===== src/rtl/pipe_hazard_ctrl.sv =====
// pipe_hazard_ctrl
// Central stall/flush sequencer for the in-order pipeline. It generates the
// load enables and clears for the ID, EXE, MEM0 and MEM1 pipeline registers.
// It also owns the front-end redirect handshake for precise MEM0 events
// (exception, eret, refetch) and the sequencing of CACHE instructions.
//
// Optional build macro: PIPE_HAZARD_CTRL_PERF_EN
//   When this macro is defined, the block adds two saturating 32-bit
//   counters, stall_cycles and redirect_count, plus their output ports.
//
// Outputs are Mealy outputs: they depend on the current state and on the
// current inputs. No _wr or _flush output feeds back into any input.

module pipe_hazard_ctrl (
    input  logic        clk,
    input  logic        reset,
    input  logic        icache_stall,
    input  logic        dcache_stall,
    input  logic        div_busy,
    input  logic        load_use,
    input  logic        MEM0_exception,
    input  logic        MEM0_is_eret,
    input  logic        MEM0_inst_refetch,
    input  logic        MEM0_cache_op,
    input  logic        cache_op_done,
    output logic        IF_wr,
    output logic        ID_wr,
    output logic        EXE_wr,
    output logic        MEM0_wr,
    output logic        MEM1_wr,
    output logic        ID_flush,
    output logic        EXE_flush,
    output logic        MEM0_flush,
    output logic        MEM1_flush,
    output logic        redirect_valid,
    output logic [1:0]  redirect_sel,
    output logic        cache_op_req
`ifdef PIPE_HAZARD_CTRL_PERF_EN
    ,
    output logic [31:0] stall_cycles,
    output logic [31:0] redirect_count
`endif
);

    typedef enum logic [1:0] {
        ST_RUN      = 2'd0,
        ST_REDIRECT = 2'd1,
        ST_CACHEOP  = 2'd2
    } state_t;

    localparam logic [1:0] SEL_EXC     = 2'b00;
    localparam logic [1:0] SEL_ERET    = 2'b01;
    localparam logic [1:0] SEL_REFETCH = 2'b10;

    state_t      r_state;
    state_t      w_state_next;
    logic [1:0]  r_redirect_sel;
    logic [1:0]  w_redirect_sel_next;

    logic        w_event;
    logic [1:0]  w_event_sel;
    logic        w_event_taken;

    // Any precise MEM0 event. The encoding priority is exception > eret > refetch.
    assign w_event     = MEM0_exception | MEM0_is_eret | MEM0_inst_refetch;
    assign w_event_sel = MEM0_exception ? SEL_EXC :
                         MEM0_is_eret   ? SEL_ERET : SEL_REFETCH;

    // State register and the redirect target latched at the event.
    always_ff @(posedge clk) begin
        if (reset) begin
            r_state        <= ST_RUN;
            r_redirect_sel <= SEL_EXC;
        end else begin
            r_state        <= w_state_next;
            r_redirect_sel <= w_redirect_sel_next;
        end
    end

    // Next-state logic and per-stage enables/clears.
    // The rows below are evaluated in priority order.
    always_comb begin
        IF_wr               = 1'b1;
        ID_wr               = 1'b1;
        EXE_wr              = 1'b1;
        MEM0_wr             = 1'b1;
        MEM1_wr             = 1'b1;
        ID_flush            = 1'b0;
        EXE_flush           = 1'b0;
        MEM0_flush          = 1'b0;
        MEM1_flush          = 1'b0;
        redirect_valid      = 1'b0;
        redirect_sel        = SEL_EXC;
        cache_op_req        = 1'b0;
        w_state_next        = r_state;
        w_redirect_sel_next = r_redirect_sel;
        w_event_taken       = 1'b0;

        if (reset) begin
            // Every stage register is cleared while reset is held.
            ID_flush     = 1'b1;
            EXE_flush    = 1'b1;
            MEM0_flush   = 1'b1;
            MEM1_flush   = 1'b1;
            w_state_next = ST_RUN;
        end else begin
            case (r_state)
                ST_RUN: begin
                    if (dcache_stall) begin
                        // MEM1 still owns the bus, so the whole pipe freezes.
                        // Events wait in MEM0 until the stall clears.
                        IF_wr   = 1'b0;
                        ID_wr   = 1'b0;
                        EXE_wr  = 1'b0;
                        MEM0_wr = 1'b0;
                        MEM1_wr = 1'b0;
                    end else if (w_event) begin
                        ID_flush   = 1'b1;
                        EXE_flush  = 1'b1;
                        MEM0_flush = 1'b1;
                        // An eret commits through MEM1. The other events
                        // kill the instruction instead.
                        MEM1_flush = (w_event_sel != SEL_ERET);
                        redirect_valid      = 1'b1;
                        redirect_sel        = w_event_sel;
                        w_redirect_sel_next = w_event_sel;
                        w_event_taken       = 1'b1;
                        w_state_next = icache_stall ? ST_REDIRECT : ST_RUN;
                    end else if (MEM0_cache_op) begin
                        IF_wr        = 1'b0;
                        ID_wr        = 1'b0;
                        EXE_wr       = 1'b0;
                        MEM0_wr      = 1'b0;
                        MEM1_flush   = 1'b1;
                        cache_op_req = 1'b1;
                        w_state_next = ST_CACHEOP;
                    end else if (div_busy) begin
                        // Hold IF through EXE, and put a bubble into MEM0.
                        IF_wr      = 1'b0;
                        ID_wr      = 1'b0;
                        EXE_wr     = 1'b0;
                        MEM0_flush = 1'b1;
                    end else if (load_use) begin
                        // Hold the consumer in ID, and put a bubble into EXE.
                        IF_wr     = 1'b0;
                        ID_wr     = 1'b0;
                        EXE_flush = 1'b1;
                    end else if (icache_stall) begin
                        // No fetch this cycle, so ID receives a bubble.
                        IF_wr    = 1'b0;
                        ID_flush = 1'b1;
                    end
                end

                ST_REDIRECT: begin
                    // Hold the redirect request until IF accepts it.
                    redirect_valid = 1'b1;
                    redirect_sel   = r_redirect_sel;
                    ID_flush       = 1'b1;
                    if (!icache_stall) begin
                        w_state_next = ST_RUN;
                    end
                end

                ST_CACHEOP: begin
                    cache_op_req = 1'b1;
                    IF_wr        = 1'b0;
                    ID_wr        = 1'b0;
                    EXE_wr       = 1'b0;
                    if (dcache_stall) begin
                        // A full freeze. A done pulse in this cycle is not taken.
                        MEM0_wr = 1'b0;
                        MEM1_wr = 1'b0;
                    end else if (cache_op_done) begin
                        // Move the finished CACHE instruction on into MEM1.
                        MEM0_flush   = 1'b1;
                        w_state_next = ST_RUN;
                    end else begin
                        MEM0_wr    = 1'b0;
                        MEM1_flush = 1'b1;
                    end
                end

                default: begin
                    w_state_next = ST_RUN;
                end
            endcase
        end
    end

`ifdef PIPE_HAZARD_CTRL_PERF_EN
    logic [31:0] r_stall_cycles;
    logic [31:0] r_redirect_count;

    // Saturating count of front-end stall cycles.
    always_ff @(posedge clk) begin
        if (reset) begin
            r_stall_cycles <= 32'd0;
        end else if (!IF_wr && (r_stall_cycles != 32'hFFFF_FFFF)) begin
            r_stall_cycles <= r_stall_cycles + 32'd1;
        end
    end

    // Saturating count of the precise events taken in RUN.
    always_ff @(posedge clk) begin
        if (reset) begin
            r_redirect_count <= 32'd0;
        end else if (w_event_taken && (r_redirect_count != 32'hFFFF_FFFF)) begin
            r_redirect_count <= r_redirect_count + 32'd1;
        end
    end

    assign stall_cycles   = r_stall_cycles;
    assign redirect_count = r_redirect_count;
`endif

endmodule


===== config.mk =====
export PLATFORM = sky130hd
export DESIGN_NAME = pipe_hazard_ctrl
export DESIGN_NICKNAME = d
export VERILOG_FILES = /design/src/rtl/pipe_hazard_ctrl.sv
export SDC_FILE = /design/constraint.sdc
export NUM_CORES = 1
export LEC_CHECK = 0
export BUFFER_PORTS_ARGS = -buffer_cell sky130_fd_sc_hd__buf_2
export CORE_AREA = 5 5 42 44
export CTS_CLUSTER_SIZE = 25
export DETAILED_ROUTE_END_ITERATION = 8
export DIE_AREA = 0 0 47 49
export PLACE_DENSITY_LB_ADDON = 0.12
export SYNTH_ARGS = -nofsm -noshare
export SYNTH_HDL_FRONTEND = slang
export SYNTH_SLANG_ARGS = --single-unit

===== constraint.sdc =====
create_clock -name clk -period 0.96 [get_ports clk]
set_input_delay 0.096 -clock clk [delete_from_list [all_inputs] [get_ports clk]]
set_output_delay 0.096 -clock clk [all_outputs]
set_load 0.1 [all_outputs]

==> results of run 1 <==
## registers in the layout (all words and copies together) (netlist names)
register and count:
r_redirect_sel 2, r_state 2
## cell type report
cell class / instances / share of cell area (%)
Clock buffer: 3 / 1.82
Inverter: 4 / 1.41
Multi-Input combinational cell: 51 / 39.1
Sequential cell: 4 / 6.87
Tap cell: 16 / 1.62
Timing Repair Buffer: 60 / 49.2
## power groups by stage
stage	Sequential [mW]	Combinational, mW	Clock [mW]
detailed placement	0.180	0.661	0
global route	0.177	0.795	0.243
CTS	0.176	0.742	0.224
finish	0.177	0.765	0.219
global placement	0.180	0.656	0
floorplan	0.178	0.415	0
## worst paths after layout
path         cells after the start                           start  slack (ns)                        endpoint
max                              6         r_state[0]$_SDFFE_PP0P_       -0.55                      MEM1_flush
min                              4                    icache_stall        0.22         r_state[0]$_SDFFE_PP0P_
max reg2reg                      8         r_state[0]$_SDFFE_PP0P_       -0.33         r_state[0]$_SDFFE_PP0P_
min reg2reg                      2  r_redirect_sel[0]$_SDFFE_PP0P_        0.54  r_redirect_sel[0]$_SDFFE_PP0P_
## worst reg2reg max path: cells and delay by family, from the launching register on
kind / cells / cell delay, ns
AOI/OAI and AO/OA: 1 / 0.16
buffers and inverters: 6 / 0.66
DFF: 1 / 0.33
and+or+nand+nor: 1 / 0.03
## layout by cell type, fill, tap and decap left out, types with 2 or more instances in the layout
cell type,netlist,routed
nand2_4,0,2
o21ai_1,5,3
nor3_1,7,3
clkbuf_4,0,3
inv_1,4,2
buf_4,0,29
buf_6,1,9
dfxtp_1,4,2
nor2_4,0,3
nor2_1,8,5
o21ai_4,0,4
nand2_1,9,6
nor3_4,0,4
buf_12,0,12
buf_2,1,10
## metal layers
| metal | up-vias | GRT usage, % | routed length [um] |
|---|---|---|---|
| li1 | 350 | - | - |
| met1 | 345 | 23.9 | 861 |
| met2 | 19 | 34.6 | 1130 |
| met3 | 4 | 5.17 | 97 |
| met4 | 0 | 5.99 | 47 |
| met5 | - | 0 | 0 |
## logic make-up after synthesis
| kind of cell | synth area share, % |
|---|---|
| buffers and inverters | 9.60 |
| AND/OR/NAND/NOR | 36.8 |
| flip-flops | 19.8 |
| AO/OA/AOI/OAI | 33.7 |
## repair_timing
action / 4_1_cts / 5_1_grt
endpoints found under the setup margin: 17 / 17
resized for setup: 31 / 1
pin swaps: 10 / 3
setup buffers: 6 / 3
## per-stage QoR
stage | util, % | cells
2_1_floorplan | - | 63
3_3_place_gp | 73.5 | 126
3_5_place_dp | 73.5 | 126
4_1_cts | 86.5 | 135
5_1_grt | 88.4 | 138
6_report | 88.4 | 138
==> key figures, run 1 <==
Power
  • Logic pwr share: 65.9%
  • P per Cell Area: 937 nW/um2
  • Internal power: 625 uW
  • Net Sw Power: 535 uW
  • Max IR drop VDD: 0.000957 V
  • Net Sw Frac: 46.1%
  • Final Power: 1.16 mW
  • Clk network pwr share: 18.8%
  • Leak Pwr: 0.549 nW
  • Reg power frac: 15.3%

Routing
  • Residual DRC count: 0
  • Routed via count: 718
  • Via/cell ratio: 5.20
  • Antenna Nets Post-Route: 0
  • DRT Wirelength: 2140 um
  • Initial DRT Pass Iterations: 3
  • DR WL/cell: 15.5 um
  • Initial DRC count: 9

Layout
  • Area of the multi-input gates: 484 um2
  • Share of layout cells above drive strength 1: 73.8%
  • Fillers: 65
  • Ant diodes: 0
  • FF/Latch Area: 85.1 um2
  • # nets final: 135
  • Area Growth Syn to Fin: 207%
  • Fin area: 1240 um2

Placement
  • DP Area: 1030 um2
  • HPWL Detailed: 1350 um
  • I/O Buffers: 23
  • Setup slack at placement: -0.525 ns
  • Gpl congestion: 0.771

CTS
  • Cts hold-fix bufs: 0
  • Clock-pin slew on the worst setup and hold paths: 0.04 ns
  • CTS Buf Count: 3
  • Worst-Skew Late Latency: 0.24 ns
  • Htree depth: 1
  • TritonCTS clock tree: yes
  • CTS root buffer: clkbuf_4
  • Sink Count: 4
  • Clock Path Buffers: 2

Floorplan
  • Core area: 1400 um2
  • Top Ports: 24
  • DIE WIDTH: 47 um
  • Number of cell rows: 14
  • Die Area: 2300 um2
  • Die Height: 49 um
  • Initial core utilization: 28.8%

Synth
  • Sequential-to-total area share from yosys stat: 19.8%
  • Synth area leader: dfxtp_1
  • Most common library cells after synthesis: 9 x nand2_1, 8 x nor2_1, 7 x nor3_1
  • EDFF count, synth: 0
  • Top cells by area, synth: dfxtp_1 20%, nor3_1 8.7%, nand2_1 8.4%, nor2_1 7.4%, o21ai_1 6.2%
  • Synth Flop Type: dfxtp_1
  • Cell area after synthesis: 404 um2
  • Count of state elements after synthesis: 4
  • Count leader, synth: nand2_1
  • Async SR Flop Fraction: 0%
  • Synth Warn #: 0
  • Synth unique cells: 28
  • Cells after Synth: 63
  • Syn Area/Cell: 6.41 um2
  • Yosys top cell area share: 19.8%
  • Syn Nets: 74

Setup path
  • Slowest CP cell: dfxtp_2
  • Setup crit end kind: output port
  • CP max stage delay: 0.36 ns
  • CP dominant cell by count: buf_4
  • WP buf/inv: 4
  • CP Max Fanout: 4
  • CP top delay family: buffers and inverters
  • Kind of critical path: register to output port
  • Crit path cell chain: buf_6, nor2_4, buf_4, buf_4, a31o_4, buf_12
  • WP data required: 0.86 ns
  • Critical Path AT: 1.41 ns
  • Startpoint type of the worst setup path: register

GRT
  • First-pass GRT wire length: 3460 um
  • GRT overflow: 0
  • Antenna violations before repair: 0
  • Vias in the first global route: 762
  • Largest net degree at the start of global routing: 8
  • GRT Util Overall: 20.3%

Min path
  • Worst Hold Class: input pin to register

STA
  • RSZ-0062 raised after global routing: true
  • Final-report setup violation count: 17
  • Clk_skew: 0.00247 ns
  • Crit share post-route: 157%
  • Min Tclk post-route: 1.51 ns
  • Setup WS post-layout: -0.547 ns
  • Final hold violations: 0
  • Max Fclk: 663 MHz
  • Sum Neg Setup Slack: -6.93 ns
  • Slew margin rel.: 76.2%
  • Worst Tran Pin Value: 0.356 ns
  • Hold slack: 0.222 ns
  • Max Slew Vio Count: 0

Outcome
  • Status: complete, but fails checks
  • Failing checks: setup timing

Run
  • Max-cap violations: 0
No activity file was read; power rests on OpenSTA's default activity.
==> inputs of run 2 (changes only) <==
Settings changed: BUFFER_PORTS_ARGS -buffer_cell sky130_fd_sc_hd__buf_2 to default, DONT_BUFFER_PORTS from default to 1.
==> key figures, run 2 (synthesis results as in run 1) <==
Floorplan
  • Top Ports: 24
  • Die Area: 2300 um2
  • Core area: 1400 um2
  • Initial core utilization: 28.8%
  • Number of cell rows: 14
  • Die Height: 49 um
  • DIE WIDTH: 47 um

Layout
  • Most frequent cells in the layout: 13 x buf_12, 12 x buf_4, 10 x buf_6, 6 x nand2_1, 5 x nor3_4
  • Final non-filler cell total: 116
  • # nets final: 113
  • Ant diodes: 0
  • Share of layout cells above drive strength 1: 71.0%
  • Biggest regs: r_redirect_sel: 2 flops, r_state: 2 flops
  • Area Growth Syn to Fin: 189%
  • Commonest non-fill, non-tap cell in the layout: buf_12

Power
  • Net Sw Frac: 46.0%
  • Logic pwr share: 62.9%
  • Max IR drop VDD: 0.000657 V
  • Leak Pwr: 0.473 nW
  • Reg power frac: 16.1%
  • Clk network pwr share: 21.0%
  • Internal power: 603 uW
  • Final Power: 1.12 mW
  • P per Cell Area: 954 nW/um2
  • Net Sw Power: 513 uW

CTS
  • Worst-Skew Late Latency: 0.25 ns
  • TritonCTS clock tree: yes
  • Clock Path Buffers: 2
  • Sink Count: 4
  • CTS root buffer: clkbuf_4
  • Clock-pin slew on the worst setup and hold paths: 0.04 ns
  • CTS Buf Count: 3
  • Htree depth: 1

GRT
  • First-pass GRT wire length: 3280 um
  • Antenna violations before repair: 0
  • Vias in the first global route: 700
  • GRT overflow: 0
  • Largest net degree at the start of global routing: 9
  • GRT Util Overall: 20.1%

Min path
  • Hold Startpoint: reset
  • Worst hold endpoint: r_state[1]$_SDFFE_PP0P_
  • Hold path depth: 2
  • Worst Hold Class: input pin to register

STA
  • RSZ-0062 raised after global routing: true
  • Final-report setup violation count: 17
  • Max Fclk: 672 MHz
  • Crit share post-route: 155%
  • Setup WS post-layout: -0.527 ns
  • Worst Tran Pin Value: 0.474 ns
  • Max Slew Vio Count: 0
  • Min Tclk post-route: 1.49 ns
  • Clk_skew: 0.00269 ns
  • Final hold violations: 0
  • Slew margin rel.: 68.2%

Routing
  • Initial DRT Pass Iterations: 4
  • DR WL/cell: 20.1 um
  • Routed via count: 681
  • Initial DRC count: 14
  • Residual DRC count: 0
  • Antenna Nets Post-Route: 0
  • DRT Wirelength: 2330 um
  • Via/cell ratio: 5.87

Outcome
  • Failing checks: setup timing
  • Status: complete, but fails checks

Placement
  • Gpl congestion: 0.754
  • HPWL Detailed: 1270 um
  • Post-Place Cells: 103
  • I/O Buffers: 0
  • Setup slack at placement: -0.401 ns

Setup path
  • FF-to-FF path depth: 6
  • Kind of critical path: register to output port
  • Startpoint type of the worst setup path: register
  • Critical Path AT: 1.39 ns
  • CP Max Fanout: 6
  • R2r setup slk: -0.17 ns
  • Setup crit end kind: output port
  • Slowest CP cell: dfxtp_4
  • FF-to-FF End: r_state[0]$_SDFFE_PP0P_
  • Launching point of the worst reg2reg path: r_state[0]$_SDFFE_PP0P_
  • CP max stage delay: 0.38 ns
  • Crit path cell chain: nor2_4, a32oi_2, nor3_4, buf_12
  • WP data required: 0.86 ns

Run
  • Max-cap violations: 0
==> run 2: changes by cell type in the layout (fill, tap and decap cells not counted), sizes merged <==
| cell | change |
|---|---|
| buf | -24 |
| dlygate4sd3 | +2 |
==> run 2: worst max path at each step <==
stage	from	to	slack (ns)	cells after the start
after floorplan	r_state[0]$_SDFFE_PP0P_	EXE_flush	-0.73	2
after global placement	r_state[0]$_SDFFE_PP0P_	IF_wr	-0.36	3
after detailed placement	r_state[0]$_SDFFE_PP0P_	MEM1_wr	-0.40	3
after CTS	r_state[0]$_SDFFE_PP0P_	EXE_flush	-0.51	3
after global routing	r_state[0]$_SDFFE_PP0P_	redirect_sel[0]	-0.57	4
final	r_state[0]$_SDFFE_PP0P_	redirect_sel[0]	-0.53	4
==> run 2: critical path: cells and delay by family, from the launching register on <==
kind                   cells  cell delay (ns)
AO/OA/AOI/OAI              1             0.16
flip-flops                 1             0.38
AND/OR/NAND/NOR            2             0.40
buffers and inverters      1             0.20
==> run 2: what timing repair did <==
| action | 4_1_cts | 5_1_grt |
|---|---|---|
| hold endpoints to repair | 1 | 1 |
| resized for setup | 29 | 13 |
| buffers inserted | 8 | 4 |
| pin swaps | 10 | 12 |
| setup endpoints to repair | 17 | 16 |
| hold buffers | 1 | 1 |
==> run 2: metal layers <==
| layer | track usage, % | routed length (um) | up-vias | share of wire, % |
|---|---|---|---|---|
| met5 | 0 | 0 | - | 0 |
| met4 | 11.1 | 75 | 0 | 3.2 |
| met3 | 5.90 | 136 | 7 | 5.8 |
| met2 | 30.5 | 1250 | 34 | 54 |
| met1 | 24.1 | 869 | 332 | 37 |
| li1 | - | - | 308 | - |
==> run 2: stage by stage <==
stage	hold slack, ns	util [%]	setup TNS, ns	cell area, um2
after global placement	0.212	64.4	-3.92	902
final	0.0238	83.5	-6.24	1170
after detailed placement	0.217	64.4	-4.41	902
after CTS	0.0000180	77.1	-5.89	1080
after floorplan	0.210	-	-6.00	576
after global routing	0.0476	83.5	-6.77	1170
==> run 2: power groups by stage <==
stage               sequential [mW]  combinational (mW)  clock (mW)
floorplan                     0.178               0.415           0
global placement              0.182               0.578           0
detailed placement            0.183               0.580           0
CTS                           0.180               0.652       0.235
global route                  0.180               0.726       0.248
finish                        0.179               0.702       0.235
==> run 2: layout make-up <==
cell class              instances  area (um2)
fillers                        85         231
well taps                      16        20.0
multi-input cells              51         524
inverters                       4        17.5
clock buffers                   3        22.5
flip-flops and latches          4        87.6
repair buffers                 38         498
